==> src/rtl/chan_scan_4to1.sv <==
// chan_scan_4to1: scan sequencer for a 4:1 channel mux.
//
// On an accepted start pulse the enabled channels (chan_en mask) are visited
// in ascending order. For each channel, sel is driven and held for DWELL
// settle cycles. mux_y is then sampled and presented on a valid/ready port.
// done pulses for one cycle when the scan finishes. A start with an empty
// mask also pulses done, but produces no beats.
//
// Ports:
//   clk       - rising-edge clock
//   rst_n     - asynchronous active-low reset
//   start     - scan request, ignored while busy
//   chan_en   - channel enable mask, captured when start is accepted
//   mux_y     - mux output being sampled
//   sel       - channel select driven to the mux
//   out_data  - sampled channel value
//   out_chan  - channel index of out_data
//   out_valid - out_data/out_chan valid
//   out_ready - consumer accept
//   busy      - scan in progress
//   done      - single-cycle scan-complete pulse
module chan_scan_4to1 #(
    parameter int unsigned DWIDTH = 4,
    parameter int unsigned DWELL  = 2    // legal range 1..15
) (
    input  logic              clk,
    input  logic              rst_n,
    input  logic              start,
    input  logic [3:0]        chan_en,
    input  logic [DWIDTH-1:0] mux_y,
    output logic [1:0]        sel,
    output logic [DWIDTH-1:0] out_data,
    output logic [1:0]        out_chan,
    output logic              out_valid,
    input  logic              out_ready,
    output logic              busy,
    output logic              done
);

    typedef enum logic [1:0] {
        IDLE,
        SETTLE,
        HOLD
    } state_t;

    localparam logic [3:0] CNT_LOAD = 4'(DWELL - 1);

    state_t            state_q, state_d;
    logic [3:0]        cnt_q, cnt_d;
    logic [3:0]        mask_q, mask_d;
    logic [1:0]        sel_q, sel_d;
    logic [DWIDTH-1:0] data_q, data_d;
    logic [1:0]        chan_q, chan_d;
    logic              valid_q, valid_d;
    logic              busy_q, busy_d;
    logic              done_q, done_d;

    logic [1:0]        first_ch;
    logic [1:0]        next_ch;
    logic              next_found;

    // Lowest enabled channel in the incoming mask, and the next enabled
    // channel above the current one in the latched mask. Disabled
    // channels are skipped here, so no cycles are spent on them.
    always_comb begin
        first_ch   = '0;
        next_ch    = '0;
        next_found = 1'b0;
        for (int unsigned i = 4; i > 0; i--) begin
            if (chan_en[i-1]) begin
                first_ch = 2'(i - 1);
            end
        end
        for (int unsigned i = 0; i < 4; i++) begin
            if (mask_q[i] && (i > 32'(sel_q)) && !next_found) begin
                next_ch    = 2'(i);
                next_found = 1'b1;
            end
        end
    end

    always_comb begin
        state_d = state_q;
        cnt_d   = cnt_q;
        mask_d  = mask_q;
        sel_d   = sel_q;
        data_d  = data_q;
        chan_d  = chan_q;
        valid_d = valid_q;
        busy_d  = busy_q;
        done_d  = 1'b0;

        unique case (state_q)
            IDLE: begin
                if (start) begin
                    if (chan_en != 4'b0000) begin
                        mask_d  = chan_en;
                        sel_d   = first_ch;
                        cnt_d   = CNT_LOAD;
                        busy_d  = 1'b1;
                        state_d = SETTLE;
                    end else begin
                        done_d = 1'b1;
                    end
                end
            end
            SETTLE: begin
                if (cnt_q == 4'd0) begin
                    data_d  = mux_y;
                    chan_d  = sel_q;
                    valid_d = 1'b1;
                    state_d = HOLD;
                end else begin
                    cnt_d = cnt_q - 4'd1;
                end
            end
            HOLD: begin
                if (valid_q && out_ready) begin
                    valid_d = 1'b0;
                    if (next_found) begin
                        sel_d   = next_ch;
                        cnt_d   = CNT_LOAD;
                        state_d = SETTLE;
                    end else begin
                        busy_d  = 1'b0;
                        done_d  = 1'b1;
                        state_d = IDLE;
                    end
                end
            end
            default: begin
                state_d = IDLE;
            end
        endcase
    end

    always_ff @(posedge clk or negedge rst_n) begin
        if (!rst_n) begin
            state_q <= IDLE;
            cnt_q   <= '0;
            mask_q  <= '0;
            sel_q   <= '0;
            data_q  <= '0;
            chan_q  <= '0;
            valid_q <= 1'b0;
            busy_q  <= 1'b0;
            done_q  <= 1'b0;
        end else begin
            state_q <= state_d;
            cnt_q   <= cnt_d;
            mask_q  <= mask_d;
            sel_q   <= sel_d;
            data_q  <= data_d;
            chan_q  <= chan_d;
            valid_q <= valid_d;
            busy_q  <= busy_d;
            done_q  <= done_d;
        end
    end

    assign sel       = sel_q;
    assign out_data  = data_q;
    assign out_chan  = chan_q;
    assign out_valid = valid_q;
    assign busy      = busy_q;
    assign done      = done_q;

endmodule

==> config.mk <==
export PLATFORM = sky130hd
export DESIGN_NAME = chan_scan_4to1
export DESIGN_NICKNAME = d
export VERILOG_FILES = /design/src/rtl/chan_scan_4to1.sv
export SDC_FILE = /design/constraint.sdc
export NUM_CORES = 1
export LEC_CHECK = 0
export BUFFER_PORTS_ARGS = -buffer_cell sky130_fd_sc_hd__buf_2
export CORE_MARGIN = 5
export CORE_UTILIZATION = 56
export CTS_BUF_LIST = sky130_fd_sc_hd__clkbuf_16
export DETAILED_ROUTE_END_ITERATION = 16
export GPL_TIMING_DRIVEN = 0
export HOLD_SLACK_MARGIN = 0.05
export PLACE_DENSITY = 0.82
export SLEW_MARGIN = 5
export SYNTH_ARGS = -nofsm -noshare
export SYNTH_HDL_FRONTEND = slang
export SYNTH_SLANG_ARGS = --single-unit
export TNS_END_PERCENT = 50
==> constraint.sdc <==
create_clock -name clk -period 2.7 [get_ports clk]
set_input_delay 0.405 -clock clk [delete_from_list [all_inputs] [get_ports clk]]
set_output_delay 0.405 -clock clk [all_outputs]
set_load 0.05 [all_outputs]
==> metrics.yaml, run 1 <==
clock_tree:
  cts_inserted_buffers: 3
  post-cts-setup-buffers: 0
  clk_path_buf_depth: 2
  cts_resized: 0
  clock_tree_from_tritoncts: "done"
  path_clk_slew_ns: 0.05
  cts_sinks: 20
  root_buffer: "sky130_fd_sc_hd__clkbuf_16"
  cts-htree-levels: 1
  clock_insertion_delay_worst_skew_ns: 0.25
  ctsHoldBuffers: 0
logic_synthesis:
  yosys_reg_bits: 20
  synthCells: 92
  part_of_the_yosys_area_used_for_sequential_elements_pct: 48.5
  yosysWarnings: 0
  synthesis.area_per_instance_um2: 11.2
  synth_ff_type: "sky130_fd_sc_hd__dfrtp_1"
  synth_top_cells_by_count: "sky130_fd_sc_hd__dfrtp_1 (20), sky130_fd_sc_hd__inv_1 (8), sky130_fd_sc_hd__mux2_2 (7), sky130_fd_sc_hd__nor2_1 (5)"
  postSynthNetCount: 105
  synthDistinctLibCells: 33
  yosysMostFrequentCell: "sky130_fd_sc_hd__dfrtp_1"
  ys_top_cells_by_area: "sky130_fd_sc_hd__dfrtp_1 (49%), sky130_fd_sc_hd__mux2_2 (7.6%), sky130_fd_sc_hd__a22o_1 (3.4%)"
  asyncSetResetFlopFracSynth_pct: 100
  synth-edff-count: 0
  synth_area_um2: 1030
  synthDominantAreaCellType: "sky130_fd_sc_hd__dfrtp_1"
  synth_largest_type_area_fraction_pct: 48.5
routing:
  final_antenna_net_count: 0
  detailedRoute.firstIterationViolations: 18
  finalWirelength_um: 2110
  vias_per_cell: 5.61
  route.detailed.drc: 0
  via_count: 797
  wl_per_cell_um: 14.8
  first_pass_iteration_count_of_the_detailed_router: 4
placed_design:
  placement.cell_area_um2: 1170
  dp_hpwl_um: 1530
  pre_cts_slack_ns: 0.847
  final_weighted_congestion_in_routability_driven_placement: 0.893
  port_buffers: 22
grt:
  grt_start_max_net_pins: 21
  grt.overflow.total: 0
  grt_first_pass_wirelength_um: 3480
  first_global_vias: 786
  grtUsageTotal_pct: 17.0
  grt_antenna_before_repair: 0
layout:
  filler_cell_count: 132
  syn_to_final_growth_pct: 21.0
  layout.cell_area.non_filler_um2: 1250
  fraction_of_layout_instances_using_a_drive_strength_above_1_pct: 33.3
  final-seq-area_um2: 500
  multiInputGateArea_um2: 500
  number_of_nets_in_the_finished_design: 132
  insertedDiodeCount: 0
run_status:
  outcome: "completed"
timing:
  worst_clk_skew_ns: 0.00411
  maxSlewViolCount: 0
  slew-limit-headroom_pct: 60.5
  final.setup.tns_ns: 0
  grt_setup_unrepaired: "false"
  timing.fmax_mhz: 573
  crit_path_setup_slack_layout_ns: 0.956
  max_slew.worst_pin.slew_ns: 0.589
  report.final.setup_viol: 0
  hold_viol_final: 0
  post-route-min-period_ns: 1.74
  period_share_pct: 64.6
job:
  timing.max_cap.violations: 0
die:
  initial_utilization_pct: 59.1
  core_area_um2: 1750
  rows: 15
  fp.dieH_um: 52.9
  ports_placed_on_the_boundary: 23
  design.die.area_um2: 2800
  dieWidth_um: 52.9
setup_path:
  worstPathMaxFanout: 8
  crit_path_cell_trace: "nand2b_1 -> nor3_2 -> mux2_2"
  worst_ep_arrival_time_ns: 1.87
  crit_type: "flip-flop to flip-flop"
  startpoint_type: "flip-flop"
  cp-end-kind: "flip-flop"
  worstPathRequired_ns: 2.83
  cell_at_the_slowest_stage_of_the_critical_path: "sky130_fd_sc_hd__nor3_2"
  worst_path_largest_cell_delay_ns: 0.53
hold_path:
  min-delay-path-class: "input port to async pin"
power:
  power.leakage_nw: 0.583
  cellPowerDensity_nw_per_um2: 1350
  irDropWorstVdd_mv: 0.698
## report_power, final
group          leakage [nW]  switching [mW]  internal [mW]
Combinational         0.301           0.536          0.301
Clock                0.0370          0.0943          0.195
Sequential            0.245           0.126          0.428
## through the flow
stage	utilization (%)	power (mW)	hold slack (ns)	std cells
after floorplan	-	1.20	0.109	92
after global placement	67.2	1.36	0.368	139
after detailed placement	67.2	1.39	0.369	139
after CTS	71.5	1.69	0.106	142
after global routing	71.5	1.79	0.133	142
final	71.5	1.68	0.0928	142
## placed cells by master (no fill, tap or decap), types with 2 or more instances in the layout
cell type,count
sky130_fd_sc_hd__dfrtp_1,20
sky130_fd_sc_hd__a22o_1,4
sky130_fd_sc_hd__clkbuf_16,3
sky130_fd_sc_hd__nor2b_1,3
sky130_fd_sc_hd__inv_1,8
sky130_fd_sc_hd__mux2i_1,2
sky130_fd_sc_hd__mux2_2,7
sky130_fd_sc_hd__a31oi_1,3
sky130_fd_sc_hd__buf_2,22
sky130_fd_sc_hd__o21ai_0,2
sky130_fd_sc_hd__nand2_1,4
sky130_fd_sc_hd__nor2_1,5
sky130_fd_sc_hd__a21oi_1,3
sky130_fd_sc_hd__o21ai_1,3
sky130_fd_sc_hd__a21o_1,4
sky130_fd_sc_hd__nand3_1,2
sky130_fd_sc_hd__nand2b_1,3
sky130_fd_sc_hd__or3_1,2
## worst paths after layout
check / from / end / slack, ns / depth (start not counted)
min in group clk: mux_y[1] / out_data[1]$_DFFE_PN0P_ / 0.39 / 2
min reg2reg: out_data[2]$_DFFE_PN0P_ / out_data[2]$_DFFE_PN0P_ / 0.50 / 1
min: rst_n / out_valid$_DFFE_PN0P_ / 0.09 / 1
max reg2reg: state_q[1]$_DFFE_PN0P_ / out_data[3]$_DFFE_PN0P_ / 0.96 / 3
max: state_q[1]$_DFFE_PN0P_ / out_data[3]$_DFFE_PN0P_ / 0.96 / 3
max in group asynchronous: rst_n / mask_q[2]$_DFFE_PN0P_ / 2.31 / 1
## sequential cells by signal (all words and copies together) (netlist names)
signal,flops
cnt_q,4
done,1
out_chan,2
out_valid,1
state_q,2
sel,2
busy,1
out_data,4
mask_q,3
## cell families (layout without fill, tap and decap cells)
family | after synthesis | in the layout | synth area share, %
compound gates | 28 | 28 | 21.8
simple gates | 25 | 25 | 14.4
flops | 20 | 20 | 48.5
mux | 10 | 10 | 11.0
buf+inv | 8 | 33 | 2.91
fa+ha+maj | 1 | 1 | 1.21
## routing by layer
| metal | up-vias | routed length, um | track usage (%) | part of all wire [%] |
|---|---|---|---|---|
| met2 | 24 | 1100 | 29.8 | 52 |
| met3 | 2 | 87 | 3.38 | 4.1 |
| met5 | - | 0 | 0 | 0 |
| met1 | 377 | 909 | 20.6 | 43 |
| li1 | 394 | - | - | - |
| met4 | 0 | 13 | 5.96 | 0.62 |
## critical path: cells and delay by family, from the launching register on
kind / cells / cell delay (ns)
muxes: 1 / 0.40
and+or+nand+nor: 2 / 0.78
DFF: 1 / 0.43
## final cells by class
| type | instances | area share (%) |
|---|---|---|
| Inverter | 8 | 2.41 |
| Tap cell | 25 | 2.51 |
| Sequential cell | 20 | 40.1 |
| Multi-Input combinational cell | 64 | 40.1 |
| Timing Repair Buffer | 22 | 8.83 |
| Clock buffer | 3 | 6.02 |
Note: power is estimated with default switching activity, not from simulation.
==> run 2: changes to the inputs <==
--- a/config.mk
+++ b/config.mk
@@ -5,14 +5,15 @@
 export SDC_FILE = /design/constraint.sdc
 export NUM_CORES = 1
 export LEC_CHECK = 0
+export ABC_AREA = 1
 export BUFFER_PORTS_ARGS = -buffer_cell sky130_fd_sc_hd__buf_2
 export CORE_MARGIN = 5
-export CORE_UTILIZATION = 56
+export CORE_UTILIZATION = 47
 export CTS_BUF_LIST = sky130_fd_sc_hd__clkbuf_16
 export DETAILED_ROUTE_END_ITERATION = 16
 export GPL_TIMING_DRIVEN = 0
 export HOLD_SLACK_MARGIN = 0.05
-export PLACE_DENSITY = 0.82
+export PLACE_DENSITY = 0.74
 export SLEW_MARGIN = 5
 export SYNTH_ARGS = -nofsm -noshare
 export SYNTH_HDL_FRONTEND = slang
==> constraint.sdc (replaced) <==
create_clock -name clk -period 1.5 [get_ports clk]
set_input_delay 0.225 -clock clk [delete_from_list [all_inputs] [get_ports clk]]
set_output_delay 0.225 -clock clk [all_outputs]
set_load 0.05 [all_outputs]
==> run 2 against run 1 <==
  * Synthesized area down 0.61%
  * Die area rose by 15%
  * Utilization decreased by 12 points
  * Clock power up 87%
  * Worst setup slack got worse by 0.85 ns
  * Power up 79%
  * Count of clock-buffer cells in the layout did not move
  * Largest cell class unchanged
==> metrics.yaml, run 2 <==
logic_synthesis:
  yosysWarnings: 0
  synthDominantAreaCellType: "sky130_fd_sc_hd__dfrtp_1"
  part_of_the_yosys_area_used_for_sequential_elements_pct: 48.8
  synth_largest_type_area_fraction_pct: 48.8
  postSynthNetCount: 124
  synth_area_um2: 1020
  synth_ff_type: "sky130_fd_sc_hd__dfrtp_1"
  synthesis.area_per_instance_um2: 9.23
  ys_top_cells_by_area: "sky130_fd_sc_hd__dfrtp_1 (49%), sky130_fd_sc_hd__nand2_1 (12%), sky130_fd_sc_hd__mux2_4 (5.9%)"
  synth_top_cells_by_count: "sky130_fd_sc_hd__nand2_1 (34), sky130_fd_sc_hd__dfrtp_1 (20), sky130_fd_sc_hd__nand3_1 (11), sky130_fd_sc_hd__inv_1 (10), sky130_fd_sc_hd__nor2_1 (5)"
  yosys_reg_bits: 20
  asyncSetResetFlopFracSynth_pct: 100
  yosysMostFrequentCell: "sky130_fd_sc_hd__nand2_1"
  synthCells: 111
  synth-edff-count: 0
  synthDistinctLibCells: 20
timing:
  period_share_pct: 92.7
  grt_setup_unrepaired: "false"
  post-route-min-period_ns: 1.39
  maxSlewViolCount: 0
  final.setup.tns_ns: 0
  slew-limit-headroom_pct: 71.8
  hold_viol_final: 0
  worst_clk_skew_ns: 0.00289
  max_slew.worst_pin.slew_ns: 0.423
  crit_path_setup_slack_layout_ns: 0.110
  report.final.setup_viol: 0
  timing.fmax_mhz: 719
setup_path:
  crit_path_cell_trace: "inv_1 -> ha_2 -> nand2_2 -> o21ai_4 -> nand2_4 -> nand2_1 -> nand2_1"
  startpoint_type: "flip-flop"
  cpMostUsedCell: "sky130_fd_sc_hd__nand2_1"
  worstPathMaxFanout: 5
  crit_start: "cnt_q[0]$_DFFE_PN0P_"
  worst_ep_arrival_time_ns: 1.53
  crit_type: "flip-flop to flip-flop"
  worst_path_largest_cell_delay_ns: 0.40
  worstPathRequired_ns: 1.64
  cell_at_the_slowest_stage_of_the_critical_path: "sky130_fd_sc_hd__dfrtp_1"
  cp-end-kind: "flip-flop"
  worst_flop_to_flop_path_startpoint: "cnt_q[0]$_DFFE_PN0P_"
run_status:
  outcome: "completed"
clock_tree:
  cts_inserted_buffers: 3
  root_buffer: "sky130_fd_sc_hd__clkbuf_16"
  path_clk_slew_ns: 0.05
  clock_tree_from_tritoncts: "done"
  clock_insertion_delay_worst_skew_ns: 0.25
  clk_path_buf_depth: 2
  cts_sinks: 20
  cts-htree-levels: 1
grt:
  grtUsageTotal_pct: 14.8
  grt_antenna_before_repair: 0
  first_global_vias: 853
  grt_first_pass_wirelength_um: 3790
  grt.overflow.total: 0
  grt_start_max_net_pins: 21
die:
  design.die.area_um2: 3210
  core_area_um2: 2150
  dieWidth_um: 56.7
  fp.dieH_um: 56.7
  ports_placed_on_the_boundary: 23
  initial_utilization_pct: 47.7
  rows: 17
routing:
  final_antenna_net_count: 0
  wl_per_cell_um: 12.6
  detailedRoute.firstIterationViolations: 15
  via_count: 823
  finalWirelength_um: 2090
  vias_per_cell: 4.96
  route.detailed.drc: 0
  first_pass_iteration_count_of_the_detailed_router: 4
layout:
  fraction_of_layout_instances_using_a_drive_strength_above_1_pct: 31.9
  syn_to_final_growth_pct: 24.1
  insertedDiodeCount: 0
  most_frequent_standard_cell_in_the_layout_excluding_fill_and_tap_cells: "sky130_fd_sc_hd__nand2_1"
  filler_cell_count: 193
  final_cell_mix: "sky130_fd_sc_hd__nand2_1 (33), sky130_fd_sc_hd__buf_2 (22), sky130_fd_sc_hd__dfrtp_1 (20), sky130_fd_sc_hd__nand3_1 (11), sky130_fd_sc_hd__inv_1 (10)"
  number_of_nets_in_the_finished_design: 152
power:
  power.leakage_nw: 0.642
  power.total_mw: 3.01
  cellPowerDensity_nw_per_um2: 2370
  irDropWorstVdd_mv: 1.12
placed_design:
  dp_hpwl_um: 1570
  final_weighted_congestion_in_routability_driven_placement: 0.768
  port_buffers: 22
  pre_cts_slack_ns: 0.0662
hold_path:
  hold_start: "mux_y[2]"
  min-delay-path-class: "input port to flip-flop"
job:
  timing.max_cap.violations: 0
==> run 2: worst max-delay path, delay by kind of cell, from the launching register on <==
family,cells,cell delay (ns)
compound gates,1,0.25
fa+ha+maj,1,0.23
buf+inv,1,0.09
flops,1,0.40
simple gates,4,0.31
==> run 2: final timing paths <==
| path | to | slack [ns] | cells after the start |
|---|---|---|---|
| worst max-delay path | cnt_q[3]$_DFFE_PN0P_ | 0.11 | 7 |
| worst min-delay path | out_data[2]$_DFFE_PN0P_ | 0.21 | 2 |
| worst max register to register | cnt_q[3]$_DFFE_PN0P_ | 0.11 | 7 |
| worst min register to register | busy$_DFFE_PN0P_ | 0.47 | 2 |
| max in group asynchronous | out_data[2]$_DFFE_PN0P_ | 0.76 | 2 |
| min in group asynchronous | mask_q[2]$_DFFE_PN0P_ | 0.44 | 2 |
==> run 2: power by group <==
part	total (mW)	leakage [nW]	internal, mW	switching, mW
combinational	1.54	0.358	0.480	1.06
sequential	0.923	0.246	0.759	0.164
clock	0.539	0.0385	0.354	0.185
total	3.01	0.642	1.59	1.41
==> run 2: kinds of logic after synthesis <==
logic type      share of synthesized area, %
simple gates                            32.6
fa+ha+maj                               1.22
compound gates                          6.59
flops                                   48.8
xor+xnor                               0.855
mux                                     5.86
buf+inv                                 4.03
==> run 2: what timing repair did <==
| item | in CTS | in global routing |
|---|---|---|
| setup endpoints to repair | 0 | 4 |
| buffers inserted | 0 | 0 |
| endpoints found under the hold margin | 20 | 0 |
| gates resized for setup | 0 | 3 |
| hold buffers | 1 | 0 |
==> run 2: cell type report <==
type / count / area (um2) / area share (%)
clock buffers: 3 / 75.1 / 5.91
well taps: 28 / 35.0 / 2.76
flip-flops and latches: 20 / 500 / 39.4
inverters: 11 / 41.3 / 3.25
clock inverters: 1 / 3.75 / 0.295
multi-input cells: 80 / 495 / 39.0
repair buffers: 23 / 120 / 9.45
==> run 2: stage by stage <==
stage	hold WS [ns]	instances	utilization [%]	area, um2
3_5_place_dp	0.189	161	54.5	1170
3_3_place_gp	0.187	161	54.5	1170
2_1_floorplan	-0.0706	111	-	1020
5_1_grt	0.212	166	59.2	1270
4_1_cts	0.209	166	58.6	1260
6_report	0.209	166	59.2	1270
==> run 2: routing by layer <==
layer  track usage [%]  vias up  share of wire, %
li1                  -      415                 -
met1              17.7      387                42
met2              26.6       17                52
met3              3.22        4               5.3
met4              4.07        0               1.0
met5                 0        -                 0
==> run 3: changes to the inputs <==
--- a/config.mk
+++ b/config.mk
@@ -5,15 +5,15 @@
 export SDC_FILE = /design/constraint.sdc
 export NUM_CORES = 1
 export LEC_CHECK = 0
-export ABC_AREA = 1
 export BUFFER_PORTS_ARGS = -buffer_cell sky130_fd_sc_hd__buf_2
 export CORE_MARGIN = 5
-export CORE_UTILIZATION = 47
+export CORE_UTILIZATION = 52
 export CTS_BUF_LIST = sky130_fd_sc_hd__clkbuf_16
 export DETAILED_ROUTE_END_ITERATION = 16
 export GPL_TIMING_DRIVEN = 0
 export HOLD_SLACK_MARGIN = 0.05
-export PLACE_DENSITY = 0.74
+export PLACE_DENSITY = 0.77
+export REMOVE_ABC_BUFFERS = 1
 export SLEW_MARGIN = 5
 export SYNTH_ARGS = -nofsm -noshare
 export SYNTH_HDL_FRONTEND = slang
==> constraint.sdc (replaced) <==
create_clock -name clk -period 1.4 [get_ports clk]
set_input_delay 0.21 -clock clk [delete_from_list [all_inputs] [get_ports clk]]
set_output_delay 0.21 -clock clk [all_outputs]
set_load 0.05 [all_outputs]
==> run 3 against run 2 <==
  * Largest power group unchanged
  * Power grew 28%
  * Count of clock-buffer cells in the layout is the same
  * Critical path depth shrank 3
  * Register-to-register slack lost 0.22 ns
  * Sequential share of layout area shrank 4.9 points
  * Combinational power grew 38%
  * Via count grew 7.4%
  * Cell count shrank 6.6%
  * Flip-flop and latch count is the same
  * The flow now finishes with violations (setup timing)
  * Critical endpoint unchanged
==> metrics.yaml, run 3 (synthesis results as in run 1) <==
timing:
  final.setup.tns_ns: -0.576
  post-route-min-period_ns: 1.51
  holdWs_ns: 0.186
  maxSlewViolCount: 0
  crit_path_setup_slack_layout_ns: -0.115
  hold_viol_final: 0
  slew-limit-headroom_pct: 70.2
  grt_setup_unrepaired: "true"
  period_share_pct: 108
  timing.fmax_mhz: 660
  max_slew.worst_pin.slew_ns: 0.448
  worst_clk_skew_ns: 0.00312
  report.final.setup_viol: 10
power:
  power.leakage_nw: 0.669
  power.total_mw: 3.86
  irDropWorstVdd_mv: 1.63
  cellPowerDensity_nw_per_um2: 2630
setup_path:
  worstPathRequired_ns: 1.58
  r2r_slack_ns: -0.11
  crit_start: "cnt_q[1]$_DFFE_PN0P_"
  worstReg2RegEnd: "cnt_q[3]$_DFFE_PN0P_"
  cp-end-kind: "flip-flop"
  crit_type: "flip-flop to flip-flop"
  startpoint_type: "flip-flop"
  worst_ep_arrival_time_ns: 1.70
  worstPathMaxFanout: 3
  worst_flop_to_flop_path_startpoint: "cnt_q[1]$_DFFE_PN0P_"
  r2r_cells: 4
grt:
  first_global_vias: 891
  grtUsageTotal_pct: 19.6
  grt_start_max_net_pins: 21
  grt_antenna_before_repair: 0
  grt.overflow.total: 0
  grt_first_pass_wirelength_um: 4040
hold_path:
  holdPathStages: 2
  hold-path-endpoint: "out_data[2]$_DFFE_PN0P_"
  min-delay-path-class: "input port to flip-flop"
  hold_start: "mux_y[2]"
routing:
  final_antenna_net_count: 0
  vias_per_cell: 5.70
  first_pass_iteration_count_of_the_detailed_router: 4
  finalWirelength_um: 2510
  wl_per_cell_um: 16.2
  via_count: 884
  detailedRoute.firstIterationViolations: 12
  route.detailed.drc: 0
placed_design:
  place_inst: 141
  placement.cell_area_um2: 1170
  dp_hpwl_um: 1550
  final_weighted_congestion_in_routability_driven_placement: 0.797
  pre_cts_slack_ns: -0.333
  port_buffers: 22
die:
  core_area_um2: 1920
  fp.dieH_um: 54.5
  initial_utilization_pct: 53.6
  ports_placed_on_the_boundary: 23
  rows: 16
  dieWidth_um: 54.5
  design.die.area_um2: 2970
layout:
  finish.utilization_pct: 76.2
  syn_to_final_growth_pct: 42.0
  most_frequent_standard_cell_in_the_layout_excluding_fill_and_tap_cells: "sky130_fd_sc_hd__buf_2"
  layout.cell_area.non_filler_um2: 1460
  final_cell_mix: "sky130_fd_sc_hd__buf_2 (22), sky130_fd_sc_hd__dfrtp_1 (17), sky130_fd_sc_hd__buf_4 (8), sky130_fd_sc_hd__mux2_4 (7), sky130_fd_sc_hd__inv_1 (6)"
  number_of_nets_in_the_finished_design: 142
  stdcell_count: 155
  fraction_of_layout_instances_using_a_drive_strength_above_1_pct: 49.2
  insertedDiodeCount: 0
clock_tree:
  clock_tree_from_tritoncts: "done"
  root_buffer: "sky130_fd_sc_hd__clkbuf_16"
  path_clk_slew_ns: 0.06
  cts-htree-levels: 1
  clock_insertion_delay_worst_skew_ns: 0.25
  cts_inserted_buffers: 3
  cts_sinks: 20
  clk_path_buf_depth: 2
run_status:
  violations: "setup timing"
  outcome: "finished with violations"
job:
  timing.max_cap.violations: 0
## run 3: cell type report
| class | count | area (um2) |
|---|---|---|
| Clock buffer | 3 | 75.1 |
| Clock inverter | 1 | 3.75 |
| Fill cell | 131 | 458 |
| Inverter | 8 | 30.0 |
| Multi-Input combinational cell | 64 | 617 |
| Sequential cell | 20 | 504 |
| Tap cell | 27 | 33.8 |
| Timing Repair Buffer | 32 | 200 |
## run 3: how the worst max path moves through the flow
stage                              end  depth (start not counted)
2_1_floorplan     cnt_q[1]$_DFFE_PN0P_                          4
3_3_place_gp   out_data[3]$_DFFE_PN0P_                          3
4_1_cts           cnt_q[3]$_DFFE_PN0P_                          4
6_report          cnt_q[3]$_DFFE_PN0P_                          4
3_5_place_dp   out_chan[0]$_DFFE_PN0P_                          3
5_1_grt           cnt_q[3]$_DFFE_PN0P_                          4
## run 3: routing by layer
metal / GRT usage (%) / part of all wire (%)
met3: 4.90 / 4.0
met4: 12.9 / 2.3
met5: 0 / 0
met1: 23.8 / 41
met2: 30.7 / 53
## run 3: timing repair
item / CTS / global route
setup endpoints to repair: 14 / 13
pin swaps: 6 / 3
buffers inserted: 9 / 0
resized for setup: 22 / 8
hold buffers: 1 / 0
hold endpoints to repair: 20 / 0
## run 3: worst max-delay path, stage by stage (launching register included)
cell and delay [ns]:
sky130_fd_sc_hd__dfrtp_1 0.41, sky130_fd_sc_hd__or3_4 0.38, sky130_fd_sc_hd__or3_1 0.30, sky130_fd_sc_hd__a221o_1 0.27
sky130_fd_sc_hd__nand3_1 0.08
## run 3: report_power, final
| part | total (mW) | internal, mW | switching [mW] |
|---|---|---|---|
| Combinational | 2.12 | 0.934 | 1.19 |
| Clock | 0.591 | 0.381 | 0.210 |
| Sequential | 1.14 | 0.832 | 0.310 |
| Total | 3.86 | 2.15 | 1.71 |
